$ cat src/rtl/video_switch_ctrl.sv
// Source-switch controller for a 4:1 video stream mux. It waits for the end of the current
// frame, flips the select, then drops mux output until the new source presents its SOF beat.
module video_switch_ctrl #(
  parameter int unsigned V_ACTIVE = 1080,
  parameter int unsigned TIMEOUT  = 5000000
) (
  input  logic        clk,
  input  logic        aresetn,
  input  logic        req_valid,
  input  logic [1:0]  req_sel,
  output logic        req_ready,
  input  logic        mon_tvalid,
  input  logic        mon_tready,
  input  logic        mon_tuser,
  input  logic        mon_tlast,
  output logic [31:0] switch,
  output logic        drop,
  output logic        busy,
  output logic        switch_done,
  output logic        timeout_err
);

  typedef enum logic [1:0] {StRun, StDrain, StAlign} state_e;

  state_e      state_q, state_d;
  logic [1:0]  cur_sel_q, cur_sel_d;
  logic [1:0]  pend_q, pend_d;
  logic [31:0] line_q, line_d;
  logic [31:0] timer_q, timer_d;
  logic        busy_q, busy_d;
  logic        done_q, done_d;
  logic        err_q, err_d;

  logic        hs, sof, frame_end, timer_hit;
  logic [31:0] eff_line, timer_inc;

  always_comb begin
    hs        = mon_tvalid && mon_tready;
    sof       = hs && mon_tuser;
    eff_line  = mon_tuser ? '0 : line_q;
    frame_end = hs && mon_tlast && (eff_line == 32'(V_ACTIVE - 1));
    timer_inc = timer_q + 32'd1;
    timer_hit = (timer_inc == 32'(TIMEOUT));
  end

  // Line position is tracked in every state so a drain starts from a known line.
  always_comb begin
    line_d = line_q;
    if (hs && mon_tlast) begin
      line_d = frame_end ? '0 : eff_line + 32'd1;
    end else if (sof) begin
      line_d = '0;
    end
  end

  always_comb begin
    state_d   = state_q;
    cur_sel_d = cur_sel_q;
    pend_d    = pend_q;
    timer_d   = timer_q;
    err_d     = err_q;
    done_d    = 1'b0;
    unique case (state_q)
      StRun: begin
        if (req_valid && (req_sel != cur_sel_q)) begin
          pend_d  = req_sel;
          timer_d = '0;
          state_d = StDrain;
        end
      end
      StDrain: begin
        timer_d = timer_inc;
        // A frame end coinciding with the timeout counts as a clean frame end.
        if (frame_end || timer_hit) begin
          err_d     = err_q || !frame_end;
          cur_sel_d = pend_q;
          timer_d   = '0;
          state_d   = StAlign;
        end
      end
      StAlign: begin
        timer_d = timer_inc;
        if (sof || timer_hit) begin
          err_d   = err_q || !sof;
          timer_d = '0;
          done_d  = 1'b1;
          state_d = StRun;
        end
      end
      default: state_d = StRun;
    endcase
    busy_d = (state_d != StRun);
  end

  always_ff @(posedge clk) begin
    if (!aresetn) begin
      state_q   <= StRun;
      cur_sel_q <= 2'd0;
      pend_q    <= 2'd0;
      line_q    <= '0;
      timer_q   <= '0;
      busy_q    <= 1'b0;
      done_q    <= 1'b0;
      err_q     <= 1'b0;
    end else begin
      state_q   <= state_d;
      cur_sel_q <= cur_sel_d;
      pend_q    <= pend_d;
      line_q    <= line_d;
      timer_q   <= timer_d;
      busy_q    <= busy_d;
      done_q    <= done_d;
      err_q     <= err_d;
    end
  end

  assign req_ready   = (state_q == StRun);
  assign switch      = {30'd0, cur_sel_q};
  // SOF beat of the new source passes through; everything else in ALIGN is discarded.
  assign drop        = (state_q == StAlign) && !(mon_tvalid && mon_tuser);
  assign busy        = busy_q;
  assign switch_done = done_q;
  assign timeout_err = err_q;

endmodule

$ cat config.mk
export PLATFORM = sky130hd
export DESIGN_NAME = video_switch_ctrl
export DESIGN_NICKNAME = d
export VERILOG_FILES = /design/src/rtl/video_switch_ctrl.sv
export SDC_FILE = /design/constraint.sdc
export NUM_CORES = 1
export LEC_CHECK = 0
export BUFFER_PORTS_ARGS = -buffer_cell sky130_fd_sc_hd__buf_2
export CORE_MARGIN = 10
export CORE_UTILIZATION = 40
export CTS_BUF_LIST = sky130_fd_sc_hd__clkbuf_4
export DETAILED_ROUTE_END_ITERATION = 8
export GPL_ROUTABILITY_DRIVEN = 0
export RECOVER_POWER = 50
export REMOVE_ABC_BUFFERS = 1
export SLEW_MARGIN = 20
export SYNTH_ARGS = -nofsm -noshare
export SYNTH_HDL_FRONTEND = slang
export SYNTH_SLANG_ARGS = --single-unit
export TNS_END_PERCENT = 10
$ cat constraint.sdc
create_clock -name clk -period 8.41 [get_ports clk]
set_clock_uncertainty 0.2 [all_clocks]
set_input_delay 1.682 -clock clk [delete_from_list [all_inputs] [get_ports clk]]
set_output_delay 1.682 -clock clk [all_outputs]
set_load 0.01 [all_outputs]
Yosys cells after proc, flatten, opt, wreduce, memory -nomap -nowiden

Cells that the tools add are included.

Bits of input ports: 9
Logic and storage cells: 58
Bits in registers: 73
Output and inout bits: 37

$add $sub $neg: 2
Mux-type cells: 16
Reduce and logical (&&, ||, !) cells: 24
Equal/unequal tests: 8

Operators with widths:

| operator                                                                | count |
|---|---|
| 32-bit two-way mux                                                      | 7 |
| 32-bit case mux with 3 select lines                                     | 1 |
| 32-bit by 1-bit adder with 32-bit output, second input constant         | 2 |
| 32-bit by 11-bit equality test with 1-bit output, second input constant | 1 |
| 32-bit by 23-bit equality test with 1-bit output, second input constant | 1 |
| 2-bit AND reduction                                                     | 4 |
| 1-bit logical AND                                                       | 7 |
| 2-bit two-way mux                                                       | 3 |
| 2-bit case mux with 3 select lines                                      | 1 |
| 2-bit nonzero test                                                      | 3 |
| 1-bit logical OR                                                        | 4 |
| 2-bit != test, second input constant                                    | 2 |
| 1-bit zero test                                                         | 3 |
| 1-bit two-way mux                                                       | 3 |
| 3-bit AND reduction                                                     | 1 |
| 3-bit nonzero test                                                      | 1 |
| 2-bit by 1-bit equality test with 1-bit output, second input constant   | 1 |
| 2-bit equality test, second input constant                              | 1 |
| 2-bit zero test                                                         | 1 |
| 2-bit by 1-bit != test with 1-bit output, second input constant         | 1 |
| 2-bit != test                                                           | 1 |
| 1-bit case mux with 2 select lines                                      | 1 |

Longest topological paths before layout

Gate-level depths: netlist of run 1.

Depth after elaboration: 7
Gate-level depth with buffers: 14

Worst setup path before layout of run 1

OpenSTA, ideal clock, no wires.

Path type: in2reg
From: input mon_tuser
To: register line_q[8]
Arrival: 4.210 ns
Path slack: 3.908 ns
Stages: 12
Path buffers: 5
Setup time: 0.091 ns
Path through: clkbuf_1 clkbuf_1 clkbuf_1 nor2b_1 ha_1 nand4_1 o311a_1 nor2b_1 clkbuf_1 buf_1 o21ai_0 a311oi_1

Word-level cells in the longest chain between the ends: 5
Elaborated cells on any way between the ends: 8
Classes of those cells: add/sub (1); eq/ne (1); mux (3); reduce/logical (3)

RTL lines:

| what                                                                             | RTL line | text |
|---|---|---|
| start: declaration                                                               | 14       | `input logic mon_tuser,` |
| branches (longest 5 deep; another with 32-bit by 1-bit adder with 32-bit output) | --       |  |
| end signal: assignment                                                           | 109      | `line_q <= line_d;` |
| end: declaration                                                                 | 28       | `logic [31:0] line_q, line_d;` |

Parallel ways; which one is timed is not known.
A chain may end at the register's enable or synchronous reset.

Worst setup path after layout of run 1

From: input mon_tuser
To: register line_q[12]

The elaborated chain is that of the path after synthesis.

==> flow_summary_export.csv, run 1 <==
group,metric,value,unit
logic_synthesis,synth-main-ff-cell,"dfxtp_1",
placement,dp.final_hpwl,8800,um
global_route,global_route.usage.total,0.148,
logic_synthesis,synth.area.top_cells,"dfxtp_1, o21ai_0, nand2_1",
logic_synthesis,synthTopCellsByCount,"dfxtp_1, nand2_1, o21ai_0",
clocking,clockRootBuffer,"clkbuf_4",
global_route,globalRouteOverflowTotal,0,
die,die-area,0.0167,mm^2
logic_synthesis,synth-adder-area-share,0.0158,
setup_path,crit-reg2reg-launch,"timer_q[0]",
setup_path,class_of_the_most_critical_setup_path,"in -> reg",
route,detailroute.wirelength.met3,881,um
logic_synthesis,post_synth.cell_area_avg,7.39,um^2
timing,grt_setup_unrepaired,"no",
global_route,grt_pass1_wl,20600,um
clocking,cts_hold_buffers,0,
die,core_region_area,0.0116,mm^2
setup_path,crit_fanout,31,
setup_path,crit_path_top_delay_cell,"clkbuf_1",
global_route,grt_pass1_vias,4133,
die,io-pin-count,46,
worst_hold_path,worst_hold_startpoint,"pend_q[0]",
die,initial_utilization,0.412,
worst_hold_path,hold-path-cell-count,2,
power_and_ir_drop,vdd_ir_drop_max,56.2,uV
worst_hold_path,worst_hold_end,"pend_q[0]",
timing,timing.max_slew.rel_slack,0.146,
logic_synthesis,area_fraction_in_and_or_nand_and_nor_cells_after_synthesis,0.334,
clocking,postCtsSetupBuffers,0,
power_and_ir_drop,cellPowerDensity,140,mW/mm^2
route,detail-route-antenna-nets,0,
clocking,cts_inserted_buffers,9,
route,detail_route.wirelength.met1,5890,um
timing,final_max_slew_viol_count,0,
logic_synthesis,synth_area,0.00476,mm^2
die,die_y,129,um
layout,final_nets,651,
timing,setup_tns,0,ns
die,chipWidth,129,um
setup_path,cp_slowest_stage_delay,0.91,ns
logic_synthesis,yosys_register_bits,73,
timing,finalHoldViolations,0,
timing,period_needed,5.32,ns
setup_path,reg2reg_to,"timer_q[2]",
clocking,cells_resized_by_post_cts_repair,0,
logic_synthesis,synth.yosys.warnings,0,
power_and_ir_drop,leakage,0.00163,uW
layout,antenna_cells,0,
die,fp-row-count,39,
setup_path,critPathCaptureType,"register",
layout,final_layout_size_suffix_gt1_frac,0.0530,
logic_synthesis,most_repeated_cell_in_the_gate_level_netlist_after_synthesis,"dfxtp_1",
route,met2WireLength,5680,um
timing,max_freq,0.188,GHz
route,detailroute.via_count,4657,
worst_hold_path,worst_hold_path_type,"reg -> reg",
logic_synthesis,synth_compound_gate_area_share,0.216,
timing,layout_setup_ws,3.09,ns
setup_path,worstPathRequired,8.57,ns
route,detailedRoute.firstPassIterationCount,7,
logic_synthesis,synth_cells,645,
logic_synthesis,synth_top_family_by_area,"simple AND/OR/NAND/NOR gates",
clocking,path_clk_slew,0.13,ns
clocking,cts_max_level,3,
route,topRoutingLayerUsed,"met4",
route,drc,0,
setup_path,worst_endpoint_data_arrival_time,5.48,ns
logic_synthesis,asyncSetResetFlopFracSynth,0,
timing,finalSetupViolCount,0,
job,cap_viol_max_count,0,
setup_path,startpoint_type,"input port",
setup_path,r2r.worst_path.cells,10,
layout,fillCellCount,1207,
logic_synthesis,yosys.cell_types.count,70,
route,via_density_per_instance,5.94,
logic_synthesis,post_synth_mux_area_share,0.00630,
setup_path,worstPathCellList,"clkbuf_1, nor2b_1, ha_1, nand4_1, o311a_1, nor2b_1, buf_4, nand4_1, or2_2, a21oi_1",
route,drt-wirelength-per-cell,16.1,um
logic_synthesis,count_of_flip_flops_with_a_built_in_enable_after_synthesis,0,
clocking,clock_sinks,73,
logic_synthesis,yosys_top_cell_by_area,"dfxtp_1",
global_route,largest_net_degree_at_the_start_of_global_routing,37,
setup_path,worst-r2r-setup-slack,4.28,ns
timing,period_share,0.632,
clocking,max_buffers_root_to_sink,2,
placement,placement.io_buffers,15,
placement,place_worst_setup_slack,3.24,ns
clocking,clock_tree_from_tritoncts,"done",
route,routed_wl,12600,um
timing,worst-slew-pin-transition,1.28,ns
route,drt_first_iter_violations,409,
logic_synthesis,ys_seq_area_frac,0.307,
global_route,antenna_violations_before_repair,0,
outcome,status,"finished, final reports clean",
logic_synthesis,synth-xor-area-share,0.0239,
layout,areaGrowthSynthToFinish,3.57,%
clocking,clk-insertion-delay-late,0.44,ns
logic_synthesis,top_area_cell_type_share_of_the_netlist_area,0.307,
==> worst max-delay path, delay by kind of cell <==
family                   cells  cell delay (ns)
buffers and inverters        2             1.19
AO/OA/AOI/OAI                2             0.80
AND/OR/NAND/NOR              5             1.46
adder cells (fa/ha/maj)      1             0.31
==> cells in the final DEF, fill, tap and decap left out, types with 19 or more instances in the layout <==
cell type,n
inv_1,19
a21oi_1,49
conb_1,30
nor3_1,33
nor2_1,33
dfxtp_1,73
nor4_1,20
nand3_1,37
and3_1,20
o21ai_0,52
nand2_1,67
==> registers in the layout, indices dropped and copies added (netlist names) <==
signal       flops
state_q          2
pend_q           2
timeout_err      1
timer_q         32
cur_sel_q        2
line_q          32
busy             1
switch_done      1
==> power by group <==
group | total [uW] | leakage (uW) | switching (uW) | internal, uW
registers | 351 | 0.000589 | 2.32 | 349
logic | 54.4 | 0.000943 | 40.6 | 13.8
clock network | 285 | 0.0000957 | 132 | 152
==> final cells by class <==
type | instances | area (um^2) | area share
Sequential cell | 73 | 1460 | 0.296
Tap cell | 143 | 179 | 0.0363
Timing Repair Buffer | 20 | 97.6 | 0.0198
Clock inverter | 6 | 106 | 0.0216
Clock buffer | 10 | 75.1 | 0.0152
Multi-Input combinational cell | 512 | 2940 | 0.596
Inverter | 20 | 75.1 | 0.0152
==> worst max-delay path by stage <==
stage	cells past startpoint	start	endpoint
after floorplan	8	mon_tuser	line_q[12]
after detailed placement	10	mon_tuser	line_q[12]
after global routing	10	mon_tuser	line_q[12]
after global placement	10	mon_tuser	line_q[12]
after CTS	10	mon_tuser	line_q[12]
final	10	mon_tuser	line_q[12]
==> logic make-up after synthesis <==
| family | after synthesis |
|---|---|
| simple gates | 295 |
| fa+ha+maj | 6 |
| xor+xnor | 13 |
| compound gates | 165 |
| other cells | 1 |
| buf+inv | 89 |
| flops | 73 |
| mux | 3 |
==> metal layers <==
layer / vias to the layer above / global-route usage
li1: 2298 / -
met1: 2205 / 0.199
met2: 142 / 0.226
met3: 12 / 0.0338
met4: 0 / 0.0542
met5: - / 0
==> per-stage QoR <==
stage	hold WS [ns]	utilization	std cells	instance area (um^2)	total power [uW]
final	0.275	0.427	784	4930	690
after floorplan	0.236	-	605	4490	393
after CTS	0.272	0.429	784	4960	697
after global routing	0.313	0.427	784	4930	718
after global placement	0.249	0.413	768	4780	412
after detailed placement	0.253	0.413	768	4780	413
No activity file was read; power rests on OpenSTA's default activity.
==> run 2: changes to the inputs <==
- ABC_AREA: default -> 1
- clock period: 8.41 -> 5.35 ns (I/O delays scaled with it)
==> flow_summary_export.csv, run 2 <==
group,metric,value,unit
outcome,status,"finished, final reports clean",
logic_synthesis,synth_top_family_by_area,"simple AND/OR/NAND/NOR gates",
layout,postLayoutCellArea,0.00583,mm^2
layout,areaGrowthSynthToFinish,3.55,%
job,cap_viol_max_count,0,
clocking,postCtsSetupBuffers,0,
logic_synthesis,synth.yosys.warnings,0,
power_and_ir_drop,leakage,0.00217,uW
die,io-pin-count,46,
timing,max_freq,0.253,GHz
route,drt_first_iter_violations,412,
logic_synthesis,synth-main-ff-cell,"dfxtp_1",
global_route,grt_pass1_vias,5267,
layout,largestRegisters,"line_q: 32 flops, timer_q: 32 flops",
route,drt-wirelength-per-cell,12.6,um
route,via_density_per_instance,4.87,
logic_synthesis,yosys.cell_types.count,38,
layout,antenna_cells,0,
placement,placement.io_buffers,15,
logic_synthesis,post_synth.cell_area_avg,5.78,um^2
clocking,clk-insertion-delay-late,0.47,ns
die,die_y,139,um
logic_synthesis,yosys_register_bits,73,
layout,most_frequent_standard_cell_in_the_layout_excluding_fill_and_tap_cells,"nand2_1",
global_route,antenna_violations_before_repair,0,
layout,final-seq-area,0.00146,mm^2
setup_path,critPathCaptureType,"register",
die,core_region_area,0.0138,mm^2
logic_synthesis,area_fraction_in_and_or_nand_and_nor_cells_after_synthesis,0.478,
die,chipWidth,139,um
setup_path,startpoint_type,"input port",
route,detailroute.via_count,5665,
setup_path,critical-path-top-cell-by-count,"nand3_1",
route,detailedRoute.firstPassIterationCount,6,
logic_synthesis,ys_seq_area_frac,0.259,
clocking,clock_sinks,73,
logic_synthesis,synth.area.top_cells,"dfxtp_1, nand2_1, nor2_1",
die,fp-row-count,43,
clocking,max_buffers_root_to_sink,2,
logic_synthesis,most_repeated_cell_in_the_gate_level_netlist_after_synthesis,"nand2_1",
global_route,global_route.usage.total,0.150,
timing,hold_slack,0.250,ns
timing,worst-slew-pin-transition,1.29,ns
route,drc,0,
timing,finalHoldViolations,0,
layout,finalCoreUtilization,0.422,
setup_path,worstPathCellList,"clkbuf_1, inv_1, nand2_1, inv_1, nor3_1, nand3_1, nor2_1, nand3_1, nand3_1, nand2_4, nand2_1, a21oi_1",
placement,dp.final_hpwl,11100,um
logic_synthesis,synth-adder-area-share,0.0133,
layout,multi_input_comb_area,0.00347,mm^2
layout,layout.cells.most_common_list,"nand2_1, nor2_1, inv_1",
logic_synthesis,post_synth_mux_area_share,0,
setup_path,class_of_the_most_critical_setup_path,"in -> reg",
setup_path,worstPathRequired,5.49,ns
clocking,cts_hold_buffers,0,
clocking,clock_tree_from_tritoncts,"done",
logic_synthesis,synth_cells,975,
clocking,clockRootBuffer,"clkbuf_4",
clocking,cts_inserted_buffers,9,
timing,finalSetupViolCount,0,
setup_path,crit_path_top_delay_cell,"clkbuf_1",
timing,setup_tns,0,ns
clocking,path_clk_slew,0.12,ns
setup_path,crit_fanout,32,
layout,final_nets,993,
setup_path,worst_endpoint_data_arrival_time,4.10,ns
global_route,globalRouteOverflowTotal,0,
route,routed_wl,14700,um
power_and_ir_drop,power.total,995,uW
layout,fillCellCount,1561,
clocking,cells_resized_by_post_cts_repair,0,
layout,final_layout_size_suffix_gt1_frac,0.0661,
timing,final_max_slew_viol_count,0,
power_and_ir_drop,cellPowerDensity,171,mW/mm^2
timing,timing.max_slew.rel_slack,0.140,
placement,placedInstanceArea,0.00571,mm^2
die,die-area,0.0192,mm^2
global_route,grt_pass1_wl,24700,um
setup_path,cp_slowest_stage_delay,0.92,ns
logic_synthesis,asyncSetResetFlopFracSynth,0,
power_and_ir_drop,vdd_ir_drop_max,111,uV
clocking,cts_max_level,3,
timing,period_needed,3.96,ns
global_route,largest_net_degree_at_the_start_of_global_routing,49,
logic_synthesis,synth_compound_gate_area_share,0.0997,
logic_synthesis,synthTopCellsByCount,"nand2_1, nor2_1, inv_1",
route,detail-route-antenna-nets,0,
timing,period_share,0.740,
logic_synthesis,synth_area,0.00563,mm^2
logic_synthesis,synth-xor-area-share,0.00622,
logic_synthesis,top_area_cell_type_share_of_the_netlist_area,0.259,
timing,grt_setup_unrepaired,"no",
die,initial_utilization,0.407,
worst_hold_path,worst_hold_path_type,"reg -> reg",
logic_synthesis,yosys_top_cell_by_area,"dfxtp_1",
logic_synthesis,count_of_flip_flops_with_a_built_in_enable_after_synthesis,0,
## run 2: cell count changes in the layout (fill, tap and decap cells not counted), sizes merged, moves of 19 or more
cell   change
nor2     +118
o21ai     -38
nand3     +41
and3      -19
nand2    +253
inv       +98
a21oi     +32
## run 2: through the flow
stage | worst slack, ns | cells
final | 1.39 | 1163
after global routing | 0.942 | 1163
after CTS | 2.04 | 1163
after detailed placement | 1.52 | 1147
after global placement | 1.57 | 1147
after floorplan | 2.28 | 948
## run 2: report_power, final
part | total [uW] | switching (uW) | internal (uW)
sequential | 550 | 2.04 | 548
clock | 362 | 211 | 151
combinational | 82.6 | 67.6 | 15.0
## run 2: cell type report
type	count	area share
multi-input combinational	757	0.596
sequential	73	0.251
inverter	118	0.0759
tap	180	0.0386
timing repair buffer	19	0.0154
clock buffer	11	0.0142
clock inverter	5	0.00965
## run 2: per-layer routing
metal	GRT usage	part of all wire	vias up
met3	0.0356	0.037	28
met2	0.259	0.48	97
met5	0	0	-
met1	0.179	0.46	2499
met4	0.0450	0.021	0
li1	-	-	3041
## run 2: critical path, delay by kind of cell
family | cells | cell delay [ns]
and+or+nand+nor | 8 | 1.44
buffers and inverters | 3 | 1.51
AOI/OAI and AO/OA | 1 | 0.07
## run 2: cell families (layout without fill, tap and decap cells)
group | after synthesis | after routing
AOI/OAI and AO/OA | 107 | 107
xor gates and xnor gates | 4 | 4
adders and majority gates | 6 | 6
buffers and inverters | 174 | 153
DFF | 73 | 73
other | 1 | 30
and+or+nand+nor | 610 | 610
## run 2: worst paths after layout
| kind | slack (ns) | from | endpoint | cells past startpoint |
|---|---|---|---|---|
| setup / recovery | 1.39 | mon_tuser | timer_q[14] | 12 |
| hold / removal | 0.25 | pend_q[1] | pend_q[1] | 2 |
| setup reg to reg | 2.42 | timer_q[0] | timer_q[14] | 14 |
| hold reg to reg | 0.25 | pend_q[1] | pend_q[1] | 2 |
